--- config.mk ---
export PLATFORM = sky130hd
export DESIGN_NAME = hex_rate_counter
export DESIGN_NICKNAME = d
export VERILOG_FILES = /design/src/rtl/hex_counter_pkg.sv /design/src/rtl/rate_divider.sv /design/src/rtl/hex_rate_counter.sv
export SDC_FILE = /design/constraint.sdc
export NUM_CORES = 1
export LEC_CHECK = 0
export ABC_AREA = 1
export ABC_CLOCK_PERIOD_IN_PS = 1960
export CORE_UTILIZATION = 30
export CTS_CLUSTER_SIZE = 30
export DETAILED_ROUTE_END_ITERATION = 7
export PLACE_DENSITY = 0.45
export SKIP_CTS_REPAIR_TIMING = 1
export SYNTH_ARGS = -nofsm -noshare
export SYNTH_HDL_FRONTEND = slang
export SYNTH_HIERARCHICAL = 1
export SYNTH_SLANG_ARGS = --single-unit
--- constraint.sdc ---
create_clock -name CLOCK_50 -period 1.96 [get_ports CLOCK_50]
set_input_delay 0.392 -clock CLOCK_50 [delete_from_list [all_inputs] [get_ports CLOCK_50]]
set_output_delay 0.392 -clock CLOCK_50 [all_outputs]
set_load 0.02 [all_outputs]
--- src/rtl/hex_counter_pkg.sv ---
`default_nettype none
// ============================================================================
//  Module      : hex_counter_pkg
//  Description : Shared rate-select encodings and tick-period helper for the
//                hex rate counter and its divider.
//  Revision    : 1.0 - initial release
// ============================================================================
package hex_counter_pkg;

    typedef enum logic [1:0] {
        RATE_FAST = 2'b00,  // tick every enabled cycle
        RATE_1X   = 2'b01,  // tick every CLK_HZ cycles
        RATE_2X   = 2'b10,  // tick every 2*CLK_HZ cycles
        RATE_4X   = 2'b11   // tick every 4*CLK_HZ cycles
    } rate_e;

    // Divider reload value (period - 1) for a given rate selection.
    function automatic int unsigned rate_period_m1(input rate_e rate,
                                                   input int unsigned clk_hz);
        int unsigned v;
        v = 0;
        case (rate)
            RATE_FAST: v = 0;
            RATE_1X:   v = clk_hz - 1;
            RATE_2X:   v = 2 * clk_hz - 1;
            default:   v = 4 * clk_hz - 1;
        endcase
        return v;
    endfunction

endpackage : hex_counter_pkg
`default_nettype wire

--- src/rtl/rate_divider.sv ---
`default_nettype none
// ============================================================================
//  Module      : rate_divider
//  Description : Down-counting tick divider. Holds the number of cycles left
//                to the next tick, reloads on explicit reload, on the first
//                edge after reset and on a change of the rate selection.
//  Revision    : 1.0 - initial release
// ============================================================================
module rate_divider
    import hex_counter_pkg::*;
#(
    parameter int CLK_HZ = 50_000_000
) (
    input  logic  clk,
    input  logic  rst,
    input  logic  enable,
    input  rate_e rate,
    input  logic  reload,
    output logic  tick
);

    localparam int c_DIV_W = $clog2(4 * CLK_HZ);

    logic [c_DIV_W-1:0] r_div;
    rate_e              r_rate;
    logic               r_first;    // first edge after reset still pending

    logic [c_DIV_W-1:0] w_period_m1;
    logic               w_rate_chg;
    logic               w_restart;

    assign w_period_m1 = c_DIV_W'(rate_period_m1(rate, CLK_HZ));
    assign w_rate_chg  = (rate != r_rate);
    // Any restart of the period (load, post-reset, rate change) swallows the tick.
    assign w_restart   = reload | r_first | w_rate_chg;
    assign tick        = enable & ~w_restart & (r_div == '0);

    // Divider count, registered rate and post-reset flag.
    always_ff @(posedge clk or posedge rst) begin
        if (rst) begin
            r_div   <= '0;
            r_rate  <= RATE_FAST;
            r_first <= 1'b1;
        end else begin
            r_first <= 1'b0;
            r_rate  <= rate;
            if (w_restart) begin
                r_div <= w_period_m1;
            end else if (enable) begin
                if (r_div == '0) begin
                    r_div <= w_period_m1;
                end else begin
                    r_div <= r_div - c_DIV_W'(1);
                end
            end
        end
    end

endmodule : rate_divider
`default_nettype wire

--- src/rtl/hex_rate_counter.sv ---
`default_nettype none
// ============================================================================
//  Module      : hex_rate_counter
//  Description : 4-bit up/down hex digit counter advancing on divided ticks,
//                with parallel load and registered Tick/Wrap pulses.
//  Revision    : 1.0 - initial release
// ============================================================================
module hex_rate_counter
    import hex_counter_pkg::*;
#(
    parameter int CLK_HZ = 50_000_000
) (
    input  logic       CLOCK_50,
    input  logic       Reset,
    input  logic       Enable,
    input  logic [1:0] Rate,
    input  logic       Up,
    input  logic       Load,
    input  logic [3:0] LoadVal,
    output logic [3:0] Count,
    output logic       Tick,
    output logic       Wrap
);

    logic [3:0] r_count;
    logic       r_tick;
    logic       r_wrap;
    logic       w_div_tick;

    rate_divider #(
        .CLK_HZ (CLK_HZ)
    ) u_rate_divider (
        .clk    (CLOCK_50),
        .rst    (Reset),
        .enable (Enable),
        .rate   (rate_e'(Rate)),
        .reload (Load),
        .tick   (w_div_tick)
    );

    // Digit counter with load priority; Tick/Wrap pulse alongside the new value.
    always_ff @(posedge CLOCK_50 or posedge Reset) begin
        if (Reset) begin
            r_count <= 4'h0;
            r_tick  <= 1'b0;
            r_wrap  <= 1'b0;
        end else begin
            r_tick <= 1'b0;
            r_wrap <= 1'b0;
            if (Load) begin
                r_count <= LoadVal;
            end else if (w_div_tick) begin
                r_tick <= 1'b1;
                if (Up) begin
                    r_wrap  <= (r_count == 4'hF);
                    r_count <= r_count + 4'd1;
                end else begin
                    r_wrap  <= (r_count == 4'h0);
                    r_count <= r_count - 4'd1;
                end
            end
        end
    end

    assign Count = r_count;
    assign Tick  = r_tick;
    assign Wrap  = r_wrap;

endmodule : hex_rate_counter
`default_nettype wire

==> results of run 1 <==
[state kept, by name (all words and copies together), names as in the netlist]
signal	cells
u_rate_divider/r_div	28
Tick	1
Count	4
Wrap	1
u_rate_divider/r_first	1
u_rate_divider/r_rate	2
[layout by cell type (no fill, tap or decap), types with 3 or more instances in the layout]
| cell type | count |
|---|---|
| nand2_1 | 82 |
| buf_4 | 52 |
| nor2_1 | 45 |
| dfrtp_1 | 36 |
| inv_1 | 35 |
| nand3_1 | 23 |
| clkdlybuf4s50_1 | 16 |
| a21oi_1 | 15 |
| nor2_2 | 14 |
| o21ai_2 | 13 |
| xor2_1 | 12 |
| inv_2 | 9 |
| nand2_2 | 9 |
| o21ai_1 | 8 |
| ha_1 | 7 |
| nor2_4 | 6 |
| o21ai_0 | 6 |
| clkbuf_8 | 5 |
| a22oi_1 | 4 |
| nor3_1 | 3 |
| clkinv_2 | 3 |
| nand2_4 | 3 |
| nand4_1 | 3 |
| o22ai_1 | 3 |
[worst paths after layout]
check,cells past startpoint,from,endpoint,slack (ns)
max reg2reg,13,u_rate_divider/r_div[1]$_DFFE_PP0P_,Count[0]$_DFFE_PP0P_,0.08
max,13,u_rate_divider/r_div[1]$_DFFE_PP0P_,Count[0]$_DFFE_PP0P_,0.08
min,2,Reset,Tick$_DFF_PP0_,0.34
max in group asynchronous,3,Reset,u_rate_divider/r_first$_DFF_PP1_,1.10
min reg2reg,2,u_rate_divider/r_div[26]$_DFFE_PP0P_,u_rate_divider/r_div[26]$_DFFE_PP0P_,0.56
min in group CLOCK_50,2,u_rate_divider/r_div[26]$_DFFE_PP0P_,u_rate_divider/r_div[26]$_DFFE_PP0P_,0.56
[cell families after synthesis]
group	Yosys count	share of synthesized area, %
other cells	1	0.1376
compound gates	56	13.77
buf+inv	51	7.989
simple gates	199	35.49
flops	37	34.02
fa+ha+maj	9	4.408
xor+xnor	13	4.178
[metrics by stage]
step / cell area [µm²] / total power, W / TNS [ns] / std cells / setup slack [ns]
finish: 3535 / 0.001929 / 0 / 547 / 0.08389
detailed placement: 3378 / 0.001399 / -2.277 / 537 / -0.1565
floorplan: 2725 / 0.001182 / 0 / 366 / 0.1087
global route: 3535 / 0.002062 / -0.2325 / 547 / -0.07521
CTS: 3461 / 0.001952 / -0.05587 / 545 / -0.04743
global placement: 3378 / 0.001401 / -1.094 / 537 / -0.1024
[critical path, cell delays in order (launching register included)]
cell and delay [ns]:
dfrtp_1 0.39, inv_2 0.08, ha_4 0.13, inv_2 0.04, nor2_4 0.11, nand2_2 0.06, nor3b_2 0.17, buf_4 0.14
nand2_4 0.06, nor3_4 0.18, inv_2 0.06, nor2_4 0.14, inv_2 0.06, o211ai_1 0.17
[power by group through the flow]
| stage | clock (W) | sequential, W | combinational, W |
|---|---|---|---|
| CTS | 0.000565 | 0.000882 | 0.000505 |
| global route | 0.000594 | 0.000893 | 0.000575 |
| floorplan | 0 | 0.000902 | 0.000279 |
| global placement | 0 | 0.000896 | 0.000504 |
| detailed placement | 0 | 0.000896 | 0.000503 |
| finish | 0.000534 | 0.000884 | 0.000511 |
[layer usage]
metal / track usage [%] / up-vias
met1: 25.43 / 1197
li1: - / 1315
met2: 26.27 / 37
met5: 0 / -
met3: 2.158 / 7
met4: 4.638 / 0
[layout make-up]
class | instances | area (µm²) | area share (%)
Multi-Input combinational cell | 278 | 1639 | 46.37
Clock inverter | 2 | 10.01 | 0.2832
Inverter | 47 | 180.2 | 5.097
Sequential cell | 37 | 927.1 | 26.23
Timing Repair Buffer | 69 | 570.5 | 16.14
Clock buffer | 6 | 72.57 | 2.053
Tap cell | 108 | 135.1 | 3.823
==> results.toml, run 1 <==
[status]
status = "finished clean"

[global_routing]
grt_pass1_wl_um = 13030
antenna_found_initial = 0
grt_usage_pct = 17.19
first_global_vias = 2605
gr-total-overflow = 0
grt_max_degree = 32

[cts]
clk-insertion-delay-late_ns = 0.29
clkSinkCount = 37
cts.clk_slew.worst_paths_ns = 0.08
cts_inserted_buffers = 5
cts_max_level = 2
root_buffer = "clkbuf_8"
cts_tree = "done"
clk_path_buf_depth = 2

[floorplan]
ios = 17
die_area_mm2 = 0.009469
fp.dieW_um = 97.31
rows = 34
placeableCoreArea_mm2 = 0.008763
start_util_pct = 31.10
die_h_um = 97.31

[power]
p_sw_share_pct = 32.73
p_sw_w = 0.0006314
p_seq_share_pct = 45.8
p_per_area_mw_per_mm2 = 545.8
p_int_w = 0.001298
irDropWorstVdd_mv = 0.2219
p_leak_nw = 1.689
p_comb_share_pct = 26.5
clkPwrFrac_pct = 27.7

[synth]
synthTopCellsByCount = "84 x nand2_1, 47 x nor2_1, 40 x inv_1"
yosysMostFrequentCell = "nand2_1"
ys.flop_type = "dfrtp_1"
netlist_instances = 366
ys_top_cells_by_area = "dfrtp_1 33%, nand2_1 12%, nor2_1 6.5%"
synthesis.nets = 386
synth_enable_flop_cells = 0
ys_seq_area_share_pct = 34.02
synth_cell_types = 43
synthArstFlopShare_pct = 100.0
post-synth-top-area-cell = "dfrtp_1"
avgSynthCellArea_um2 = 7.446
ys_seq_elements = 37
synth.top_cell.area_share_pct = 33.06
yosysWarnings = 6
synth.cell_area_mm2 = 0.002725

[place]
numPortBuffers = 16
dp_hpwl_um = 5844
place_congestion = 0.7947

[worst_setup_path]
required_ns = 2.17
crit_arrival_ns = 2.08
end_kind = "register"
worstPathMaxFanout = 4
worstSetupPathType = "reg -> reg"
critPathLaunchType = "register"

[route]
drtPass1Iterations = 4
topRoutingLayerUsed = "met4"
vias_per_cell = 4.673
drt_iter0_drc = 103
ant_nets = 0
dr_wl_met2_um = 3211
drc = 0
wl_met3_um = 269
wl_met1_um = 3770
num_vias = 2556
wl_per_cell_um = 13.44
wl_um = 7350

[final_layout]
final_core_util_pct = 40.33
area_growth_pct = 29.71
drive_above_1_share_pct = 29.38
antennaDiodeCount = 0
fill_cells = 926
finalNetCount = 458

[min_path]
worstHoldPathType = "in -> async"

[timing]
whs_ns = 0.3394
period_needed_ns = 1.876
rsz0062_at_grt = "yes"
min_period_over_period_pct = 95.72
finalClockSkew_ns = 0.004575
hold_viol_final = 0
setup_viol = 0
fmax_mhz = 533.0
maxSlewViolCount = 0

[flow_run]
cap_violations = 0
Note: power is estimated with default switching activity, not from simulation.
==> inputs of run 2 (changes only) <==
PLACE_DENSITY = unset   (was 0.45)
PLACE_DENSITY_LB_ADDON = 0.2   (was unset)
==> run 2 against run 1 <==
  * First-iteration DRC count grew 72%
  * Sequential power decreased by 0.6%
  * Clock power about the same
  * Total power barely moved
  * Register-to-register slack improved by 0.05 ns
  * Sequential share of layout area grew 0.23 points
  * Core utilization fell by 0.36 points
  * Critical endpoint is now Count[2]$_DFFE_PP0P_
  * Final cell count is 0.73% lower
==> results.toml, run 2 (same netlist as run 1, synthesis figures left out) <==
[cts]
cts_inserted_buffers = 5
cts_max_level = 2
clk-insertion-delay-late_ns = 0.30
cts_tree = "done"
cts.clk_slew.worst_paths_ns = 0.08
root_buffer = "clkbuf_8"
clk_path_buf_depth = 2
clkSinkCount = 37

[final_layout]
area_growth_pct = 28.56
layout_common_cells = "84 x nand2_1, 47 x buf_4, 43 x nor2_1"
fill_cells = 922
largest_register_ffs = 28
registers.top_by_ff_count = "u_rate_divider/r_div"
layout_commonest_cell = "nand2_1"
finalNetCount = 454
drive_above_1_share_pct = 28.28
antennaDiodeCount = 0

[power]
p_leak_nw = 1.663
p_total_w = 0.001927
irDropWorstVdd_mv = 0.2101
p_per_area_mw_per_mm2 = 550.1

[worst_setup_path]
cp_slowest_cell = "dfrtp_1"
crit_arrival_ns = 2.00
cpMostUsedCell = "nand2_2"
cp_cell_sequence = "nor2_2 -> nand2_2 -> nor2_4 -> nand2_2 -> inv_2 -> nand2_2 -> nor3_4 -> buf_4 -> nor2_2 -> a22oi_1 -> o21ai_1"
end_kind = "register"
worstRegToRegCells = 11
timing.rr.start = "u_rate_divider/r_div[15]$_DFFE_PP0P_"
required_ns = 2.14
critPathLaunchType = "register"
r2r_end = "Count[2]$_DFFE_PP0P_"
worstSetupPathType = "reg -> reg"
crit_family = "simple AND/OR/NAND/NOR gates"
crit_buf_inv = 2
worstPathMaxFanout = 5
cpPeakStageDelay_ns = 0.43
regToRegSetupSlack_ns = 0.13

[global_routing]
grt_pass1_wl_um = 12340
grt_usage_pct = 16.30
antenna_found_initial = 0
grt_max_degree = 32
gr-total-overflow = 0
first_global_vias = 2528

[timing]
rsz0062_at_grt = "no"
setup_viol = 0
hold_viol_final = 0
finalClockSkew_ns = 0.007819
period_needed_ns = 1.825
fin_tns_setup_ns = 0
whs_ns = 0.3473
fmax_mhz = 547.9
min_period_over_period_pct = 93.11
maxSlewViolCount = 0

[status]
status = "finished clean"

[floorplan]
placeableCoreArea_mm2 = 0.008763
fp.dieW_um = 97.31
die_area_mm2 = 0.009469
rows = 34
start_util_pct = 31.10
die_h_um = 97.31
ios = 17

[route]
wl_per_cell_um = 12.94
num_vias = 2540
drt_iter0_drc = 177
ant_nets = 0
drtPass1Iterations = 5
wl_um = 7029
drc = 0
vias_per_cell = 4.678

[place]
dp_hpwl_um = 5546
numPortBuffers = 16
place_congestion = 0.8401

[flow_run]
cap_violations = 0

[min_path]
worstHoldPathType = "in -> async"
==> run 2: cell count changes in the layout (fill, tap and decap cells not counted), sizes merged <==
cell	previous run	this run
buf	53	49
clkbuf	6	7
clkinv	4	3
==> run 2: how the worst max path moves through the flow <==
stage / slack [ns] / depth (start not counted) / from / endpoint
final: 0.13 / 11 / u_rate_divider/r_div[15]$_DFFE_PP0P_ / Count[2]$_DFFE_PP0P_
after global routing: 0.001 / 13 / u_rate_divider/r_div[0]$_DFFE_PP0P_ / Count[3]$_DFFE_PP0P_
after CTS: -0.04 / 13 / u_rate_divider/r_div[1]$_DFFE_PP0P_ / Count[0]$_DFFE_PP0P_
after detailed placement: -0.20 / 11 / Rate[1] / Count[0]$_DFFE_PP0P_
after global placement: -0.08 / 10 / Rate[1] / u_rate_divider/r_div[15]$_DFFE_PP0P_
after floorplan: 0.11 / 12 / u_rate_divider/r_div[0]$_DFFE_PP0P_ / Count[0]$_DFFE_PP0P_
==> run 2: per-layer routing <==
metal / GRT usage (%) / up-vias / share of wire [%]
met5: 0 / - / 0
met4: 4.299 / 0 / 0.97
met3: 3.022 / 5 / 4.2
met2: 25.84 / 57 / 45
met1: 22.80 / 1168 / 50
li1: - / 1310 / -
==> run 2: where the power goes <==
group	internal [W]	switching, W
Combinational	0.000230	0.000286
Sequential	0.000823	0.0000558
Clock	0.000250	0.000282
Total	0.00130	0.000624
==> run 2: through the flow <==
step           utilization, %  setup WS (ns)  cells  cell area, µm²
3_5_place_dp            38.35        -0.1973    533            3361
5_1_grt                 39.98       0.001076    543            3503
4_1_cts                 39.28       -0.04485    541            3442
6_report                39.98         0.1350    543            3503
2_1_floorplan               -         0.1087    366            2725
3_3_place_gp            38.35       -0.08434    533            3361
==> run 2: cell type report <==
class	instances	area (µm²)	share of cell area, %
clock buffer	7	76.32	2.179
inverter	47	180.2	5.143
multi-input combinational	278	1627	46.43
clock inverter	1	5.005	0.1429
timing repair buffer	65	553.0	15.79
tap	108	135.1	3.857
sequential	37	927.1	26.46
==> inputs of run 3 (changes only) <==
CORE_ASPECT_RATIO = 1.25   (was unset)
GPL_ROUTABILITY_DRIVEN = 0   (was unset)
==> run 3 against run 2 <==
  * Clock skew rose by 0.0059 ns
  * Die area about the same
  * Sequential power is 0.7% higher
  * Non-clock buffer count shrank 4
  * Combinational power down 5.0%
  * Critical path type is now reg -> out
  * Largest power group unchanged
==> results.toml, run 3 (same netlist as run 1, synthesis figures left out) <==
[final_layout]
largest_register_ffs = 28
drive_above_1_share_pct = 26.68
layout_commonest_cell = "nand2_1"
finalNetCount = 450
area_growth_pct = 28.37
registers.top_by_ff_count = "u_rate_divider/r_div"
finalNonFillerCells = 551
final_area_mm2 = 0.003498
layout_common_cells = "84 x nand2_1, 44 x nor2_1, 44 x buf_4"
antennaDiodeCount = 0

[timing]
period_needed_ns = 1.825
maxSlewViolCount = 0
finalClockSkew_ns = 0.01371
fmax_mhz = 548.1
setup_viol = 0
hold_viol_final = 0
rsz0062_at_grt = "yes"
min_period_over_period_pct = 93.09
fin_tns_setup_ns = 0

[worst_setup_path]
regToRegSetupSlack_ns = 0.14
cpPeakStageDelay_ns = 0.66
cp_slowest_cell = "clkdlybuf4s50_1"
crit_family = "buffers and inverters"
r2r_end = "Count[0]$_DFFE_PP0P_"
crit_arrival_ns = 1.43
crit_buf_inv = 1
critPathLaunchType = "register"
worstSetupPathType = "reg -> out"
end_kind = "primary output"
required_ns = 1.57
worstPathMaxFanout = 7
worstRegToRegCells = 12
timing.rr.start = "u_rate_divider/r_div[1]$_DFFE_PP0P_"
cp_cell_sequence = "clkdlybuf4s50_1"

[power]
irDropWorstVdd_mv = 0.2556
p_total_w = 0.002093
p_leak_nw = 1.650
p_per_area_mw_per_mm2 = 598.3

[global_routing]
antenna_found_initial = 0
grt_usage_pct = 17.35
gr-total-overflow = 0
first_global_vias = 2596
grt_pass1_wl_um = 12430
grt_max_degree = 32

[route]
wl_per_cell_um = 13.21
drtPass1Iterations = 4
ant_nets = 0
drc = 0
vias_per_cell = 4.528
wl_um = 7277
num_vias = 2495
drt_iter0_drc = 151

[floorplan]
rows = 38
die_h_um = 108.6
ios = 17
placeableCoreArea_mm2 = 0.008748
die_area_mm2 = 0.009471
start_util_pct = 31.15
fp.dieW_um = 87.25

[cts]
cts_inserted_buffers = 5
cts_tree = "done"
cts.clk_slew.worst_paths_ns = 0.08
cts_max_level = 2
clk_path_buf_depth = 2
clkSinkCount = 37
clk-insertion-delay-late_ns = 0.31
root_buffer = "clkbuf_8"

[place]
dp_hpwl_um = 5730
placed_area_mm2 = 0.003348
numPortBuffers = 16
place_inst = 543

[status]
status = "finished clean"

[flow_run]
cap_violations = 0

[min_path]
worstHoldPathType = "in -> async"
==> run 3: metrics by stage <==
| step | setup slack, ns | utilization [%] | hold slack, ns |
|---|---|---|---|
| 3_5_place_dp | -0.2199 | 38.27 | 0.5415 |
| 3_3_place_gp | -0.1675 | 38.27 | 0.5371 |
| 5_1_grt | -0.03929 | 39.99 | 0.3461 |
| 6_report | 0.1354 | 39.99 | 0.3264 |
| 2_1_floorplan | 0.1087 | - | 0.1830 |
| 4_1_cts | -0.1544 | 39.60 | 0.3263 |
==> run 3: where the power goes <==
| part | total (W) | switching [W] | internal [W] |
|---|---|---|---|
| Clock | 0.000718 | 0.000302 | 0.000416 |
| Combinational | 0.000490 | 0.000271 | 0.000219 |
| Sequential | 0.000885 | 0.0000621 | 0.000823 |
==> run 3: metal layers <==
layer	up-vias	GRT usage, %	wire [µm]
met5	-	0	0
met4	0	6.206	125
met3	8	2.824	242
met2	40	31.19	3706
met1	1149	20.57	3202
li1	1298	-	-
==> run 3: worst max path at each step <==
stage	slack [ns]	endpoint	start	cells after the start
floorplan	0.11	Count[0]$_DFFE_PP0P_	u_rate_divider/r_div[0]$_DFFE_PP0P_	12
global placement	-0.17	Count[0]$_DFFE_PP0P_	Rate[1]	11
detailed placement	-0.22	Count[2]$_DFFE_PP0P_	Rate[1]	11
CTS	-0.15	Count[0]$_DFFE_PP0P_	u_rate_divider/r_div[1]$_DFFE_PP0P_	12
global route	-0.04	Count[0]$_DFFE_PP0P_	u_rate_divider/r_div[1]$_DFFE_PP0P_	12
finish	0.14	Count[0]	Count[0]$_DFFE_PP0P_	1
==> run 3: area by class of cell <==
type                            count  area (µm²)
Clock inverter                      1       30.03
Sequential cell                    37       927.1
Tap cell                          120       150.1
Multi-Input combinational cell    278        1614
Inverter                           47       180.2
Timing Repair Buffer               61       510.5
Clock buffer                        7       86.33
Fill cell                         945        5250
